$ cat src/rtl/ahbl_cache_bridge.sv
// AHB-Lite slave that turns data-bus transfers into one-cycle cache_ctrl requests.
// It holds the request fields stable and stretches HREADY until the cache is done.
module ahbl_cache_bridge #(
    parameter int W_ADDR       = 32,
    parameter int BUSY_TIMEOUT = 0
) (
    input  logic              clk,
    input  logic              rst,
    input  logic              ahbls_hsel,
    input  logic [1:0]        ahbls_htrans,
    input  logic              ahbls_hwrite,
    input  logic [2:0]        ahbls_hsize,
    input  logic [W_ADDR-1:0] ahbls_haddr,
    input  logic              ahbls_hready,
    input  logic [31:0]       ahbls_hwdata,
    output logic              ahbls_hready_resp,
    output logic              ahbls_hresp,
    output logic [31:0]       ahbls_hrdata,
    output logic              c_rd_en,
    output logic              c_wr_en,
    output logic [W_ADDR-1:0] c_addr,
    output logic [31:0]       c_wdata,
    output logic [3:0]        c_mask,
    input  logic [31:0]       c_rdata,
    input  logic              c_busy
);

    localparam logic [2:0] S_IDLE  = 3'd0;
    localparam logic [2:0] S_LATCH = 3'd1;
    localparam logic [2:0] S_ISSUE = 3'd2;
    localparam logic [2:0] S_CHECK = 3'd3;
    localparam logic [2:0] S_WAIT  = 3'd4;
    localparam logic [2:0] S_RESP  = 3'd5;
    localparam logic [2:0] S_ERR1  = 3'd6;
    localparam logic [2:0] S_ERR2  = 3'd7;

    logic [2:0]  state;
    logic [2:0]  state_next;
    logic [2:0]  accept_next;
    logic        write_q;
    logic        stale_busy;
    logic [31:0] busy_cnt;
    logic [31:0] rdata_q;
    logic [3:0]  mask_next;
    logic        illegal;
    logic        hit_done;
    logic        resp_slot;
    logic        accept;
    logic        issue_go;
    logic        timeout_hit;
    logic        unused_htrans0;

    assign unused_htrans0 = ahbls_htrans[0];

    // A read hit completes in CHECK itself, so that cycle doubles as the response slot.
    assign hit_done    = (state == S_CHECK) && !c_busy;
    assign resp_slot   = (state == S_IDLE) || (state == S_RESP) || hit_done;
    assign accept      = resp_slot && ahbls_hsel && ahbls_htrans[1] && ahbls_hready;
    assign issue_go    = (state == S_ISSUE) && !(stale_busy && c_busy);
    assign timeout_hit = (BUSY_TIMEOUT != 0) && c_busy
                         && (busy_cnt == 32'(BUSY_TIMEOUT - 1));

    always_comb begin
        illegal   = 1'b0;
        mask_next = 4'b1111;
        case (ahbls_hsize)
            3'd0: mask_next = 4'b0001 << ahbls_haddr[1:0];
            3'd1: begin
                mask_next = ahbls_haddr[1] ? 4'b1100 : 4'b0011;
                illegal   = ahbls_haddr[0];
            end
            3'd2: illegal = (ahbls_haddr[1:0] != 2'b00);
            default: illegal = 1'b1;
        endcase
    end

    always_comb begin
        accept_next = illegal ? S_ERR1 : (ahbls_hwrite ? S_LATCH : S_ISSUE);
        state_next  = state;
        case (state)
            S_IDLE, S_RESP: state_next = accept ? accept_next : S_IDLE;
            S_LATCH:        state_next = S_ISSUE;
            S_ISSUE:        state_next = issue_go ? S_CHECK : S_ISSUE;
            S_CHECK:        state_next = c_busy ? S_WAIT : (accept ? accept_next : S_IDLE);
            S_WAIT: begin
                if (!c_busy)
                    state_next = S_RESP;
                else if (timeout_hit)
                    state_next = S_ERR1;
            end
            S_ERR1:         state_next = S_ERR2;
            default:        state_next = S_IDLE;
        endcase
    end

    always_ff @(posedge clk) begin
        if (rst) begin
            state      <= S_IDLE;
            write_q    <= 1'b0;
            stale_busy <= 1'b0;
            busy_cnt   <= 32'd0;
            rdata_q    <= 32'd0;
            c_addr     <= '0;
            c_wdata    <= 32'd0;
            c_mask     <= 4'd0;
        end else begin
            state <= state_next;
            if (accept) begin
                c_addr  <= {ahbls_haddr[W_ADDR-1:2], 2'b00};
                c_mask  <= mask_next;
                write_q <= ahbls_hwrite;
            end
            if (state == S_LATCH)
                c_wdata <= ahbls_hwdata;
            if (issue_go) begin
                stale_busy <= 1'b0;
                if (!write_q)
                    rdata_q <= c_rdata;
            end
            if (state == S_CHECK && c_busy)
                busy_cnt <= 32'd0;
            if (state == S_WAIT) begin
                busy_cnt <= busy_cnt + 32'd1;
                if (!c_busy && !write_q)
                    rdata_q <= c_rdata;
                // The abandoned cache operation may still be running; gate the next issue on it.
                if (timeout_hit)
                    stale_busy <= 1'b1;
            end
        end
    end

    assign ahbls_hready_resp = (state == S_IDLE) || (state == S_RESP) || (state == S_ERR2) || hit_done;
    assign ahbls_hresp       = (state == S_ERR1) || (state == S_ERR2);
    assign ahbls_hrdata      = rdata_q;
    assign c_rd_en           = issue_go && !write_q;
    assign c_wr_en           = issue_go && write_q;

endmodule
$ cat config.mk
export PLATFORM = sky130hd
export DESIGN_NAME = ahbl_cache_bridge
export DESIGN_NICKNAME = d
export VERILOG_FILES = /design/src/rtl/ahbl_cache_bridge.sv
export SDC_FILE = /design/constraint.sdc
export NUM_CORES = 1
export LEC_CHECK = 0
export ABC_CLOCK_PERIOD_IN_PS = 1430
export CAP_MARGIN = 10
export CELL_PAD_IN_SITES_DETAIL_PLACEMENT = 1
export CELL_PAD_IN_SITES_GLOBAL_PLACEMENT = 1
export CORE_ASPECT_RATIO = 0.8
export CORE_MARGIN = 10
export CORE_UTILIZATION = 23
export CTS_CLUSTER_SIZE = 30
export DETAILED_ROUTE_END_ITERATION = 8
export PLACE_DENSITY = 0.83
export SLEW_MARGIN = 20
export SYNTH_ARGS = -nofsm -noshare
export SYNTH_HDL_FRONTEND = slang
export SYNTH_SLANG_ARGS = --single-unit
$ cat constraint.sdc
create_clock -name clk -period 1.43 [get_ports clk]
set_input_delay 0.2145 -clock clk [delete_from_list [all_inputs] [get_ports clk]]
set_output_delay 0.2145 -clock clk [all_outputs]
set_load 0.03 [all_outputs]
==> metrics.md <==
| Metric | Value |
|---|---|
| Status | finished, violations left |
| Violated checks | negative setup slack |
| I/O Buffers | roughly 210 |
| RSZ-0062 raised after global routing | true |
| Post-synthesis instance total | between 400 and 500 |
| Min-Delay Path Class | primary input to register |
| Sequential element share of the synthesized area | 0.549 |
| Yosys warnings | 0 |
| Cts bufs inserted | 9 |
| Most frequent cell on the critical path | buf_6 |
| Max Fclk | 0.603 GHz |
| Final Critical Period | 1.66 ns |
| Placement Cell Area | about 0.0062 mm^2 |
| R2r worst-path depth | 5 |
| Tcrit/Tclk final | 1.16 |
| Residual DRC | 0 |
| Setup Skew | roughly 0.0078 ns |
| Post-layout util | 0.458 |
| Synth-to-layout area growth | 94.5% |
| Pin count of the biggest net entering global routing | 38 |
| Share of layout cells above drive strength 1 | 0.228 |
| Finished Cell Area | 0.00723 mm^2 |
| Worst Path Required | roughly 1.2 ns |
| GPL Wtd Cong | 0.744 |
| Slowest CP cell | dfxtp_2 |
| Final worst slack | -0.227 ns |
| Average wire per standard cell | 18.0 um |
| Final #Nets | 812 |
| Worst setup path end | ahbls_hready_resp |
| Leakage | around 0.003 uW |
| Die W | 162 um |
| WP depth | 5 |
| # hold bufs at CTS | 0 |
| Largest stage delay, worst path | 0.34 ns |
| Crit path capture type | output pin |
| R2R setup slack | -0.22 ns |
| Die Y | 134 um |
| DP Wirelength | 11.5 mm |
| Final setup fails | 74 |
| CTS tree | yes |
| R2R Path Start | state[2]$_SDFFE_PP0P_ |
| TritonRoute pass-1 iters | 4 |
| DIE AREA | 0.0217 mm^2 |
| Worst hold slack | between 0.2 and 0.3 ns |
| Critical Path Start | state[2]$_SDFFE_PP0P_ |
| Vias in the first global route | ~4,200 |
| VDD IR-drop max | around 0.00060 V |
| Initial antenna violation count | 1 |
| PwrDens | between 1000 and 1500 mW/mm^2 |
| Global-route wire length before repair | between 20 and 25 mm |
| GRT Util Overall | 0.140 |
| Post-synth EDFFs | 0 |
| Clock transition at path regs | approximately 0.070 ns |
| Via Count | 4,108 |
| Maximum fanout along the worst path | 4 |
| Crit path DAT | ~1.4 ns |
| Delay-heaviest family, CP | buffers and inverters |
| Clock Sink Count | 102 |
| GRT overflow | 0 |
| Hold Violations, Final | 0 |
| Mean Syn Cell Area | 7.76 um^2 |
| Post-Route WL | 16.7 mm |
| Core area | 0.0158 mm^2 |
| Crit path launch type | register |
| Critical Path, Cell by Cell | buf_8 > o21ba_4 > buf_6 > a21oi_4 > buf_6 |
| Post-route ant nets | 0 |
| Clock buffer depth | 2 |
| Worst Path Buf+Inv | 3 |
| Worst skew pair latency | about 0.35 ns |
| Clock root cell | clkbuf_16 |
| Cell variety after synth | 26 |
| Reg2Reg Capture Point | c_addr[25]$_SDFFE_PP0N_ |
| # rows | around 40 |
| CTS H-tree depth | 3 |
| Post-synthesis cell area | 0.00372 mm^2 |
| I/O pins | 211 |
| Kind of critical path | register to output pin |
| Ys async rst share | 0 |
| Starting Density | 0.235 |
| Starting DRC count in detailed routing | 122 |
| Max Cap Violations | 0 |
| Yosys reg bits | 102 |
| Max Slew Vio Count | 0 |
| Main synth FF type | dfxtp_1 |
| Vias per cell | 4.44 |
==> layout make-up <==
type | instances | area (um^2)
Antenna cell | 1 | 2.50
Clock buffer | 12 | 246
Clock inverter | 4 | 32.5
Fill cell | 1863 | 8570
Inverter | 2 | 7.51
Multi-Input combinational cell | 339 | 2010
Sequential cell | 102 | 2050
Tap cell | 215 | 269
Timing Repair Buffer | 251 | 2620
==> through the flow <==
step | instances | setup slack [ns] | setup TNS [ns] | power [uW]
finish | 926 | -0.227 | -11.76 | 7800
floorplan | 480 | -0.0634 | -1.95 | 4100
global route | 925 | -0.279 | -15.81 | 8180
detailed placement | 890 | -0.609 | -29.84 | 5090
CTS | 917 | -0.224 | -11.15 | 7620
global placement | 890 | -0.571 | -28.06 | 5050
==> worst min-delay path by stage <==
stage / from / to / slack [ns] / depth (start not counted)
2_1_floorplan: ahbls_haddr[31] / c_addr[31]$_SDFFE_PP0N_ / 0.35 / 2
3_3_place_gp: c_addr[2]$_SDFFE_PP0N_ / c_addr[2]$_SDFFE_PP0N_ / 0.44 / 2
3_5_place_dp: c_addr[27]$_SDFFE_PP0N_ / c_addr[27]$_SDFFE_PP0N_ / 0.45 / 2
4_1_cts: rst / ahbls_hrdata[23]$_SDFF_PP0_ / 0.29 / 2
5_1_grt: rst / c_addr[24]$_SDFFE_PP0N_ / 0.32 / 2
6_report: rst / c_addr[24]$_SDFFE_PP0N_ / 0.30 / 2
==> placed cells by master, fill, tap and decap left out, types with 15 or more instances in the layout <==
master,netlist,routed
a21oi_1,99,64
a21oi_2,0,34
buf_4,3,15
clkdlybuf4s50_1,0,104
dfxtp_1,102,99
dlygate4sd2_1,0,92
nand2_1,192,152
nand2_4,0,27
==> registers in the layout, summed over array words and instances, names as in the netlist <==
register      count
write_q           1
state             3
c_addr           30
c_mask            4
ahbls_hrdata     32
c_wdata          32
==> cell usage after synthesis, drive strengths merged (2+ instances only) <==
master | number | share of area
a311oi | 3 | 0.0088
nand2 | 192 | 0.19
nor2 | 10 | 0.010
nor2b | 3 | 0.0050
inv | 2 | 0.0020
nand2b | 4 | 0.0067
a31oi | 2 | 0.0034
clkbuf | 23 | 0.023
nor3 | 5 | 0.0067
dfxtp | 102 | 0.55
and2 | 2 | 0.0034
a21oi | 99 | 0.13
nor3b | 2 | 0.0040
o21ai | 8 | 0.011
buf | 14 | 0.023
o21ba | 2 | 0.0054
==> power breakdown <==
| part | switching, uW | total, uW | internal (uW) |
|---|---|---|---|
| clock | 1110 | 2350 | 1240 |
| combinational | 1240 | 2290 | 1050 |
| sequential | 125 | 3160 | 3030 |
| total | 2470 | 7800 | 5320 |
==> layer usage <==
layer	vias to the layer above	track usage	routed length [um]	share of wire
met5	-	0	0	0
met4	0	0.0363	168	0.010
met3	11	0.0702	1600	0.096
met2	140	0.228	7980	0.48
met1	1952	0.159	6920	0.42
li1	2005	-	-	-
==> what timing repair did <==
action                                  in CTS  in global routing
pin swaps                                   14                 57
gates resized for setup                    138                120
setup buffers                                8                  5
cloned                                       3                  4
endpoints found under the setup margin     171                 98
==> cells by family after synthesis <==
kind of cell	share of synthesized area
buf+inv	0.0478
simple gates	0.234
compound gates	0.168
other cells	0.00101
flops	0.549
Note: power is estimated with default switching activity, not from simulation.
